==> src/rtl/dmem_arb_pkg.sv <==
// Shared types and helpers for the two-master data memory arbiter.
package dmem_arb_pkg;

    // Sequencer states: accept a request, strobe the memory, return the response.
    typedef enum logic [1:0] {
        IDLE  = 2'd0,
        ISSUE = 2'd1,
        RESP  = 2'd2
    } state_t;

    localparam int MEM_DEPTH_DEFAULT = 256;

    // Latched command of the granted master, held for ISSUE and RESP.
    typedef struct packed {
        logic        we;
        logic [31:0] addr;
        logic [31:0] data;
        logic        id;     // granted master
        logic        legal;  // aligned and in range
    } cmd_t;

    // A word access is legal when word-aligned and inside the memory.
    function automatic logic addr_legal(input logic [31:0] addr, input int unsigned depth);
        logic [33:0] limit;
        limit = 34'(depth) << 2;
        return (addr[1:0] == 2'b00) && ({2'b00, addr} < limit);
    endfunction

endpackage

==> src/rtl/rr_pick2.sv <==
// Two-request picker: a lone request wins; ties go to master 0 under fixed
// priority, otherwise to the master that was not granted last time.
module rr_pick2 #(
    parameter int FIXED_PRIO = 0
) (
    input  logic req0,
    input  logic req1,
    input  logic last_grant,
    output logic grant,
    output logic valid
);

    // Combinational grant selection.
    always_comb begin
        // NOTE: every output gets a default first so no path leaves it unassigned and infers a latch.
        valid = req0 | req1;
        grant = 1'b0;
        if (req0 && req1) begin
            grant = (FIXED_PRIO != 0) ? 1'b0 : ~last_grant;
        end else if (req1) begin
            grant = 1'b1;
        end
    end

endmodule

==> src/rtl/data_memory_arbiter.sv <==
// Two-master arbiter and sequencer in front of a single-port synchronous data
// memory. Each transaction takes IDLE -> ISSUE -> RESP; memory-side outputs are
// register-driven, only mem_data_i passes combinationally to the read data.
module data_memory_arbiter
    import dmem_arb_pkg::*;
#(
    parameter int MEM_DEPTH  = MEM_DEPTH_DEFAULT,
    parameter int FIXED_PRIO = 0
) (
    input  logic        clk_i,
    input  logic        rst_i,
    input  logic        m0_req_i,
    input  logic        m0_we_i,
    input  logic [31:0] m0_addr_i,
    input  logic [31:0] m0_data_i,
    input  logic        m1_req_i,
    input  logic        m1_we_i,
    input  logic [31:0] m1_addr_i,
    input  logic [31:0] m1_data_i,
    output logic        m0_ack_o,
    output logic        m0_err_o,
    output logic [31:0] m0_data_o,
    output logic        m1_ack_o,
    output logic        m1_err_o,
    output logic [31:0] m1_data_o,
    output logic [31:0] mem_addr_o,
    output logic [31:0] mem_data_o,
    output logic        mem_write_o,
    output logic        mem_read_o,
    input  logic [31:0] mem_data_i
);

    state_t state_q, state_d;
    cmd_t   cmd_q, cmd_d;
    logic   last_grant_q;
    logic   pick_grant, pick_valid;

    rr_pick2 #(
        .FIXED_PRIO (FIXED_PRIO)
    ) u_pick (
        .req0       (m0_req_i),
        .req1       (m1_req_i),
        .last_grant (last_grant_q),
        .grant      (pick_grant),
        .valid      (pick_valid)
    );

    // Command of the winning master, captured when leaving IDLE.
    always_comb begin
        cmd_d.id    = pick_grant;
        cmd_d.we    = pick_grant ? m1_we_i   : m0_we_i;
        cmd_d.addr  = pick_grant ? m1_addr_i : m0_addr_i;
        cmd_d.data  = pick_grant ? m1_data_i : m0_data_i;
        cmd_d.legal = addr_legal(cmd_d.addr, MEM_DEPTH);
    end

    // Next-state logic of the transaction sequencer.
    always_comb begin
        state_d = state_q;
        unique case (state_q)
            IDLE:    if (pick_valid) state_d = ISSUE;
            ISSUE:   state_d = RESP;
            RESP:    state_d = IDLE;
            default: state_d = IDLE;
        endcase
    end

    // State register, command latch and round-robin history.
    always_ff @(posedge clk_i or posedge rst_i) begin
        // NOTE: sequential state uses non-blocking assignments so every register samples pre-edge values.
        if (rst_i) begin
            state_q      <= IDLE;
            cmd_q        <= '0;
            last_grant_q <= 1'b1;
        end else begin
            state_q <= state_d;
            if (state_q == IDLE && pick_valid) begin
                cmd_q <= cmd_d;
            end
            if (state_q == RESP) begin
                last_grant_q <= cmd_q.id;
            end
        end
    end

    // Memory strobes in ISSUE and the response demux in RESP.
    always_comb begin
        mem_addr_o  = cmd_q.addr;
        mem_data_o  = cmd_q.data;
        mem_write_o = 1'b0;
        mem_read_o  = 1'b0;
        m0_ack_o    = 1'b0;
        m0_err_o    = 1'b0;
        m0_data_o   = '0;
        m1_ack_o    = 1'b0;
        m1_err_o    = 1'b0;
        m1_data_o   = '0;
        if (state_q == ISSUE && cmd_q.legal) begin
            mem_write_o = cmd_q.we;
            mem_read_o  = ~cmd_q.we;
        end
        if (state_q == RESP) begin
            if (cmd_q.id) begin
                m1_ack_o  = 1'b1;
                m1_err_o  = ~cmd_q.legal;
                m1_data_o = (cmd_q.legal && !cmd_q.we) ? mem_data_i : '0;
            end else begin
                m0_ack_o  = 1'b1;
                m0_err_o  = ~cmd_q.legal;
                m0_data_o = (cmd_q.legal && !cmd_q.we) ? mem_data_i : '0;
            end
        end
    end

endmodule

==> config.mk <==
export PLATFORM = sky130hd
export DESIGN_NAME = data_memory_arbiter
export DESIGN_NICKNAME = d
export VERILOG_FILES = /design/src/rtl/dmem_arb_pkg.sv /design/src/rtl/rr_pick2.sv /design/src/rtl/data_memory_arbiter.sv
export SDC_FILE = /design/constraint.sdc
export NUM_CORES = 1
export LEC_CHECK = 0
export CORE_AREA = 10 10 117 119
export CTS_CLUSTER_SIZE = 25
export DETAILED_ROUTE_END_ITERATION = 10
export DIE_AREA = 0 0 127 129
export GPL_TIMING_DRIVEN = 0
export PLACE_DENSITY = 0.94
export SYNTH_ARGS = -nofsm -noshare
export SYNTH_HDL_FRONTEND = slang
export SYNTH_SLANG_ARGS = --single-unit
==> constraint.sdc <==
create_clock -name clk_i -period 6.85 [get_ports clk_i]
set_input_delay 1.7125 -clock clk_i [delete_from_list [all_inputs] [get_ports clk_i]]
set_output_delay 1.7125 -clock clk_i [all_outputs]
set_load 0.02 [all_outputs]
Word level (Yosys, flattened, before mapping):

Cells that the tools add are included.
W data, S select, Z words.

* flip-flop bits (word level): 70
* bits in latches: 0
* memory bits (writable): 0
* memory bits (read-only): 0
* input bits: 166
* output and inout port bits: 134
* logic and storage cells: 45
* memories: 0

* add/subtract/negate cells: 0
* multipliers: 0
* div/mod/pow operators: 0
* $lt $le $gt $ge: 1
* equality and inequality tests: 3
* shift-type cells: 0
* muxes and demuxes: 22
* bitwise logic cells: 4
* reductions and logical operators: 8

Operator list (number)
* $mux W32: 7
* $lt A32 B11 Y1 const B: 1
* $mux W1: 13
* $logic_and A1 B1 Y1: 5
* $logic_not A2 Y1: 2
* $pmux W2 S2: 1
* $not A1 Y1: 3
* $eq A2 B1 Y1 const B: 1
* $eq A2 B2 Y1 const B: 1
* $mux W2: 1
* $ne A2 B2 Y1 const B: 1
* $logic_not A1 Y1: 1
* $or A1 B1 Y1: 1

Logic depth before layout (Yosys ltp):

Gate-level depths: netlist of the first run.

* depth in word-level cells: 5
* mapped depth: 7
* gate-level depth less buffers: 5

Cells and area by module:

From an unflattened synthesis of the first run, not the netlist that was laid out.

* cell total of the unflattened synthesis: 466
* area total of the unflattened synthesis: 4259.1 sq um

By module, submodules not included
* data_memory_arbiter: times used 1, cells an instance 464, area an instance 4245.3 sq um, sequential area each 1752.9 sq um
* rr_pick2: times used 1, cells an instance 2, area an instance 13.8 sq um, sequential area each 0.0 sq um

Least setup slack after synthesis of the first run:

Ideal clock, no wire load.

* path type: input to output
* from: in mem_data_i[0]
* to: out m0_data_o[0]
* data arrival time: 1953 ps
* data required time: 5137 ps
* setup slack: 3185 ps
* cell stages on the path: 1
* path buffers: 0
* path through: and3_1

* word-level cells in the longest chain between the ends: 3

RTL lines
* start: declaration: RTL line data_memory_arbiter.sv:30 `input logic [31:0] mem_data_i`
* $mux W32: RTL line data_memory_arbiter.sv:110 `m0_data_o = (cmd_q.legal && !cmd_q.we) ? mem_data_i : '0;`
* $mux W32: RTL line data_memory_arbiter.sv:103 `if (cmd_q.id) begin`
* $mux W32: RTL line data_memory_arbiter.sv:102 `if (state_q == RESP) begin`
* end: declaration: RTL line data_memory_arbiter.sv:22 `output logic [31:0] m0_data_o,`

No other way between the ends.

Worst setup path in the final report of the first run:

* from: in mem_data_i[18]
* to: out m0_data_o[18]

The elaborated chain is that of the path after synthesis.

==> impl_metrics.tcl, run 1 <==
set metrics [dict create \
    place_congestion 0.845 \
    antenna_left 0 \
    cp_slowest_cell "clkdlybuf4s50_1" \
    multi_input_area_mm2 0.00184 \
    area_growth_pct 81.4 \
    via_per_inst 4.91 \
    comb_power_share_pct 57.6 \
    fmax_mhz 211 \
    synth_top_family_by_area "simple AND/OR/NAND/NOR gates" \
    synth.mux.area_fraction_pct 15.0 \
    synth-xor-area-share_pct 0 \
    final.setup.tns_ns 0 \
    ys_seq_elements 70 \
    synthTopCellsByCount "nor2_1, dfrtp_1, and3_1, buf_4" \
    yosys_warnings 0 \
    p_switching_mw 1.08 \
    antenna_found_initial 2 \
    place.port_buffers 299 \
    die_area_mm2 0.0164 \
    clockPowerShare_pct 16.2 \
    die_height_um 129 \
    slowest_delay_ns 0.63 \
    highest_layer "met4" \
    ctsHoldBuffers 0 \
    synthAdderAreaFrac_pct 0 \
    synth_top_area_cell "dfrtp_1" \
    cpLargestDelayFamily "buffers and inverters" \
    ys_top_cells_by_area "dfrtp_1, mux2i_1, buf_4" \
    drive_above_1_share_pct 12.8 \
    grtUsageTotal_pct 21.3 \
    cts.clk_slew.worst_paths_ns 0.05 \
    via_count 4554 \
    final_nets 945 \
    synthDistinctLibCells 26 \
    intPower_mw 1.72 \
    num_io_pins 300 \
    grt_overflow 0 \
    worstPathCellList "clkdlybuf4s50_1 -> and3_1 -> clkdlybuf4s50_1" \
    worstPathArrival_ns 3.02 \
    leakagePower_nw 3.46 \
    syn_nets 635 \
    synth-edff-count 0 \
    vdd_drop_max_uv 213 \
    r2r_slack_ns 5.05 \
    drv_cap 0 \
    path_buf_inv 2 \
    finalCriticalPeriod_ns 4.74 \
    synth_most_common_cell "nor2_1" \
    hold_viol_final 0 \
    cpMostUsedCell "clkdlybuf4s50_1" \
    cts_buffer_depth 2 \
    drtPass1Iterations 4 \
    synth_ff_type "dfrtp_1" \
    post_cts_resized 0 \
    hold_ws_ns 0.489 \
    final-max-slew-violation-count 0 \
    dp_hpwl_um 15200 \
    root_buffer "clkbuf_16" \
    grt_first_pass_wirelength_um 27600 \
    coreArea_mm2 0.0113 \
    yosys.area.top_type_share_pct 40.5 \
    power.density_mw_per_mm2 361 \
    cts_tree "built" \
    fillers 882 \
    cts_buffers 9 \
    p_sw_share_pct 38.6 \
    required_ns 5.14 \
    regArea_mm2 0.00175 \
    syn_inst 469 \
    cts-htree-levels 3 \
    syn_area_mm2 0.00426 \
    period_share_pct 69.2 \
    hp-start "state_q[1]" \
    route.layer.met1.wl_um 6550 \
    drtIter0Drc 173 \
    synth_compound_area_share_pct 9.13 \
    hold_path_depth 1 \
    routedWlPerCell_um 19.5 \
    rows 39 \
    rr_endpoint "mem_addr_o[24]" \
    setup_viol 0 \
    grt_pass1_vias 4998 \
    numClockSinks 70 \
    fin_skew_ns 0.00450 \
    grt_max_degree 71 \
    crit_fanout 2 \
    start_kind "input port" \
    async_flop_share_pct 100 \
    die_w_um 127 \
    slew_headroom_pct 40.5 \
    r2r-start "state_q[0]" \
    rsz0062_at_grt "no" \
    initial_core_util_pct 37.6 \
    dr_wl_met2_um 9480 \
    synth.avg_cell_area_um2 9.08 \
    worstSetupPathType "input port to output pin" \
    cp-end-kind "output pin" \
    route.detailed.drc 0 \
    yosysSeqAreaShare_pct 41.1 \
    outcome "finished clean" \
    hold_path_class "flip-flop to flip-flop" \
    clkLatencyLatePin_ns 0.32 \
    worst_pin_slew_ns 0.893 \
    met3_length_um 1750 \
    wl_um 18100 \
    r2r_cells 7 \
    synthSimpleGateAreaFrac_pct 19.1 \
    min_to "state_q[1]" \
    cts_setup_buffers 0 \
    cp.depth 3 \
    seq_power_share_pct 26.2 \
]
## how the worst max path moves through the flow
stage | start | endpoint | slack, ns
floorplan | mem_data_i[0] | m0_data_o[0] | 3.18
global placement | rst_i | mem_data_o[31] | 2.13
detailed placement | mem_data_i[18] | m1_data_o[18] | 2.11
CTS | mem_data_i[18] | m1_data_o[18] | 2.12
global route | mem_data_i[18] | m0_data_o[18] | 2.07
finish | mem_data_i[18] | m0_data_o[18] | 2.11
## registers in the layout (all words and copies together) (netlist names)
name          flops
mem_addr_o       32
cmd_q             3
mem_data_o       32
state_q           2
last_grant_q      1
## stage by stage
stage | instance area (um2) | util, % | total power, mW | worst slack, ns | instances
3_5_place_dp | 7430 | 65.7 | 2.35 | 2.11 | 911
6_report | 7730 | 68.3 | 2.79 | 2.11 | 928
5_1_grt | 7730 | 68.2 | 2.97 | 2.07 | 927
2_1_floorplan | 4260 | - | 1.66 | 3.18 | 469
3_3_place_gp | 7430 | 65.6 | 2.31 | 2.13 | 911
4_1_cts | 7720 | 68.2 | 2.82 | 2.12 | 926
## cell usage in the layout, fill, tap and decap left out, drive strengths merged, types with 2 or more instances in the layout
| cell type | instances |
|---|---|
| mux2i | 64 |
| nand2 | 2 |
| inv | 3 |
| nor2b | 3 |
| clkdlybuf4s50 | 299 |
| clkbuf | 28 |
| nor3 | 5 |
| clkinv | 4 |
| a31oi | 2 |
| nor4 | 7 |
| diode | 2 |
| buf | 82 |
| o21a | 2 |
| or4 | 3 |
| a21oi | 64 |
| and3 | 65 |
| o21ai | 2 |
| dfrtp | 69 |
| nor2 | 70 |
## routing by layer
layer / GRT usage [%] / vias to the layer above
li1: - / 2191
met1: 21.9 / 2131
met2: 38.6 / 210
met3: 8.13 / 22
met4: 7.50 / 0
met5: 0 / -
## cell families (layout without fill, tap and decap cells)
group,Yosys count,count (layout)
mux,64,64
other cells,0,2
compound gates,73,73
simple gates,159,159
buf+inv,103,417
flops,70,70
## power by group through the flow
stage	registers (mW)	logic, mW	clock network, mW
6_report	0.731	1.61	0.451
5_1_grt	0.756	1.73	0.478
4_1_cts	0.731	1.62	0.464
3_5_place_dp	0.737	1.62	0
3_3_place_gp	0.723	1.58	0
2_1_floorplan	0.705	0.955	0
## layout make-up
cell class                      count  share of cell area, %
Inverter                            3                  0.178
Clock buffer                       10                   3.09
Tap cell                          143                   2.32
Clock inverter                      5                  0.648
Multi-Input combinational cell    296                   23.8
Timing Repair Buffer              299                   38.7
Sequential cell                    70                   22.7
Antenna cell                        2                 0.0648
Buffer                            100                   8.45
(Power assumes the default switching activity.)
==> inputs of run 2 (changes only) <==
CORE_AREA = 10 10 120 122   (was 10 10 117 119)
DIE_AREA = 0 0 130 132   (was 0 0 127 129)
PLACE_DENSITY = 0.9   (was 0.94)
clock period = 4.6 ns   (was 6.85 ns; I/O delays follow)
==> impl_metrics.tcl, run 2 (synthesis gave the netlist of run 1 again) <==
set metrics [dict create \
    outcome "finished clean" \
    crit_fanout 10 \
    cts.clk_slew.worst_paths_ns 0.06 \
    final_cells 931 \
    setup_viol 0 \
    drtIter0Drc 172 \
    slew_headroom_pct 40.8 \
    hold_path_class "flip-flop to flip-flop" \
    rows 40 \
    dp_hpwl_um 15200 \
    required_ns 3.45 \
    grt_max_degree 71 \
    rsz0062_at_grt "no" \
    initial_core_util_pct 35.8 \
    vdd_drop_max_uv 403 \
    antenna_left 0 \
    die_w_um 130 \
    cts_tree "built" \
    multi_input_area_mm2 0.00184 \
    grt_pass1_vias 4889 \
    final-max-slew-violation-count 0 \
    fillers 990 \
    most-common-layout-cells "clkdlybuf4s50_1, nor2_1, dfrtp_1" \
    place_ws_ns 0.945 \
    antenna_found_initial 0 \
    fin_util_pct 65.4 \
    place_congestion 0.851 \
    fin_skew_ns 0.00362 \
    cp-end-kind "output pin" \
    leakagePower_nw 3.48 \
    finalPower_mw 4.30 \
    fmax_mhz 268 \
    drv_cap 0 \
    coreArea_mm2 0.0119 \
    worstSetupPathType "flip-flop to output pin" \
    grtUsageTotal_pct 20.0 \
    worstPathArrival_ns 2.58 \
    cts_setup_buffers 0 \
    route.detailed.drc 0 \
    start_kind "flip-flop" \
    hold_viol_final 0 \
    cts_buffer_depth 2 \
    hold_ws_ns 0.497 \
    routedWlPerCell_um 19.6 \
    cts_buffers 9 \
    dp_cells 915 \
    numClockSinks 70 \
    clkLatencyLatePin_ns 0.33 \
    root_buffer "clkbuf_16" \
    power.density_mw_per_mm2 552 \
    via_count 4536 \
    num_io_pins 300 \
    worst_pin_slew_ns 0.887 \
    final_nets 945 \
    cts-htree-levels 3 \
    die_area_mm2 0.0172 \
    ctsHoldBuffers 0 \
    grt_first_pass_wirelength_um 26800 \
    via_per_inst 4.87 \
    dpl_cell_area_mm2 0.00744 \
    finalCriticalPeriod_ns 3.73 \
    area_growth_pct 82.8 \
    drive_above_1_share_pct 12.9 \
    drtPass1Iterations 4 \
    diodes 0 \
    grt_overflow 0 \
    place.port_buffers 299 \
    fin_ws_ns 0.866 \
    die_height_um 132 \
    post-route-cell-area_mm2 0.00779 \
    wl_um 18300 \
    final_common_cell "clkdlybuf4s50_1" \
    regArea_mm2 0.00175 \
    final.setup.tns_ns 0 \
    period_share_pct 81.2 \
    post_cts_resized 0 \
]
-- run 2: cell types whose count changed in the layout (fill, tap and decap cells not counted), sizes merged --
cell | before | now
clkinv | 4 | 3
bufinv | 1 | 3
diode | 2 | 0
-- run 2: layout make-up --
cell class	count	area share, %
well taps	147	2.36
repair buffers	299	38.4
multi-input cells	296	23.7
flip-flops and latches	70	22.5
inverters	3	0.177
plain buffers	100	8.39
clock buffers	10	3.07
clock inverters	6	1.40
-- run 2: per-layer routing --
metal	routed length, um	part of all wire [%]	GRT usage, %	vias to the layer above
li1	-	-	-	2180
met1	6610	36	20.2	2126
met2	9600	53	37.4	208
met3	1720	9.4	6.40	22
met4	321	1.8	6.19	0
met5	0	0	0	-
-- run 2: worst paths after layout --
| check | to | from | cells past startpoint | slack [ns] |
|---|---|---|---|---|
| min in group asynchronous | mem_data_o[25] | rst_i | 2 | 1.36 |
| max reg2reg | mem_addr_o[29] | state_q[0] | 7 | 2.84 |
| min | state_q[1] | state_q[1] | 1 | 0.50 |
| max | m1_data_o[27] | state_q[0] | 5 | 0.87 |
| max in group asynchronous | mem_addr_o[23] | rst_i | 2 | 2.63 |
| min reg2reg | state_q[1] | state_q[1] | 1 | 0.50 |
-- run 2: worst max-delay path, stage by stage, from the launching register on --
cell	delay (ns)
dfrtp_1	0.38
nand2b_1	0.20
nor2_1	0.41
clkbuf_1	0.41
and3_1	0.22
clkdlybuf4s50_1	0.63
-- run 2: report_power, final --
group | total, mW | internal, mW | switching (mW)
Sequential | 1.08 | 0.923 | 0.161
Clock | 0.806 | 0.543 | 0.262
Combinational | 2.41 | 1.20 | 1.20
Total | 4.30 | 2.67 | 1.62
==> inputs of run 3 (changes only) <==
CORE_AREA = 10 10 127 129   (was 10 10 120 122)
DIE_AREA = 0 0 137 139   (was 0 0 130 132)
PLACE_DENSITY = 0.84   (was 0.9)
clock period = 3.4 ns   (was 4.6 ns; I/O delays follow)
==> impl_metrics.tcl, run 3 (synthesis gave the netlist of run 1 again) <==
set metrics [dict create \
    cts_buffer_depth 2 \
    worstSetupPathType "flip-flop to output pin" \
    grt_use_met2_pct 34.5 \
    cts_tree "built" \
    via_per_inst 4.69 \
    final-max-slew-violation-count 0 \
    num_io_pins 300 \
    r2r_slack_ns 1.65 \
    clockPowerShare_pct 16.8 \
    cp-end-kind "output pin" \
    finalCriticalPeriod_ns 3.27 \
    final_common_cell "clkdlybuf4s50_1" \
    die_w_um 137 \
    vdd_drop_max_uv 396 \
    die_area_mm2 0.0190 \
    comb_power_share_pct 57.2 \
    r2r-start "state_q[0]" \
    root_buffer "clkbuf_16" \
    post-route-cell-area_mm2 0.00781 \
    final.setup.tns_ns 0 \
    initial_core_util_pct 31.2 \
    required_ns 2.55 \
    worstPathArrival_ns 2.42 \
    intPower_mw 3.49 \
    grt_pass1_vias 4954 \
    grt_overflow 0 \
    final_nets 946 \
    p_sw_share_pct 38.5 \
    rows 43 \
    drv_cap 0 \
    grt_first_pass_wirelength_um 27600 \
    route.detailed.drc 0 \
    crit_fanout 10 \
    fin_skew_ns 0.00474 \
    antenna_left 0 \
    area_growth_pct 83.4 \
    place_congestion 0.937 \
    final_cells 965 \
    drtPass1Iterations 6 \
    place.port_buffers 299 \
    wl_um 18400 \
    numClockSinks 70 \
    clkLatencyLatePin_ns 0.33 \
    seq_power_share_pct 26.0 \
    antenna_found_initial 0 \
    grtUsageTotal_pct 18.4 \
    period_share_pct 96.1 \
    cts-htree-levels 3 \
    via_count 4522 \
    setup_viol 0 \
    power.density_mw_per_mm2 725 \
    dp_hpwl_um 15400 \
    slew_headroom_pct 64.5 \
    drtIter0Drc 141 \
    drive_above_1_share_pct 13.9 \
    cts_setup_buffers 0 \
    p_switching_mw 2.18 \
    met3_usage_pct 5.76 \
    start_kind "flip-flop" \
    cts_buffers 9 \
    coreArea_mm2 0.0137 \
    hold_path_class "flip-flop to flip-flop" \
    hold_viol_final 0 \
    dp_cells 949 \
    diodes 0 \
    most-common-layout-cells "clkdlybuf4s50_1, nor2_1, dfrtp_1" \
    grt_max_degree 41 \
    leakagePower_nw 3.50 \
    hold_ws_ns 0.486 \
    hp-start "state_q[1]" \
    rsz0062_at_grt "yes" \
    die_height_um 139 \
    crit_path_start "state_q[0]" \
    use_met1_pct 19.0 \
    fmax_mhz 306 \
    cts.clk_slew.worst_paths_ns 0.05 \
    grt-busiest-layer "met2" \
    outcome "finished clean" \
    dpl_cell_area_mm2 0.00750 \
    routedWlPerCell_um 19.1 \
    worst_pin_slew_ns 0.533 \
]
[run 3: cell count changes in the layout (fill, tap and decap cells not counted), sizes merged]
cell	change
bufinv	-2
clkbuf	+2
buf	+1
[run 3: final cells by class]
cell class                 count  area (um2)
tap                          180         225
clock buffer                  12         256
sequential                    70        1750
inverter                       3        13.8
multi-input combinational    296        1850
buffer                       100         662
timing repair buffer         300        3010
fill                        1233        5850
clock inverter                 4        45.0
[run 3: metal layers]
metal,vias up,wire length (um)
li1,2192,-
met1,2113,6800
met2,195,9730
met3,22,1620
met4,0,290
met5,-,0
[run 3: power by group through the flow]
stage                     combinational, mW  clock, mW  sequential [mW]
after floorplan                        1.92          0             1.42
after global placement                 3.22          0             1.46
after detailed placement               3.27          0             1.49
after CTS                              3.28      0.973             1.48
after global routing                   3.50       1.02             1.53
final                                  3.24      0.953             1.47
[run 3: path summary, 6_finish.rpt]
check                                 end  cells past startpoint
setup / recovery            m1_data_o[13]                      5
hold / removal                 state_q[1]                      1
setup reg to reg           mem_addr_o[29]                      7
hold reg to reg                state_q[1]                      1
max in group asynchronous  mem_addr_o[27]                      3
min in group asynchronous  mem_data_o[22]                      2
[run 3: worst max-delay path, stage by stage, from the launching register on]
cell	delay [ns]
dfrtp_1	0.38
nand2b_1	0.22
nor2_2	0.25
clkbuf_1	0.37
and3_1	0.25
clkdlybuf4s50_1	0.62
[run 3: what timing repair did]
item,CTS,global route
setup endpoints to repair,0,51
hold buffers,0,0
gates resized for setup,0,15
[run 3: through the flow]
stage | util (%) | worst slack, ns | power, mW
CTS | 57.1 | 0.00425 | 5.73
finish | 57.2 | 0.131 | 5.67
floorplan | - | 0.783 | 3.35
detailed placement | 54.9 | 0.366 | 4.76
global placement | 54.7 | -0.525 | 4.68
global route | 57.2 | -0.00829 | 6.05
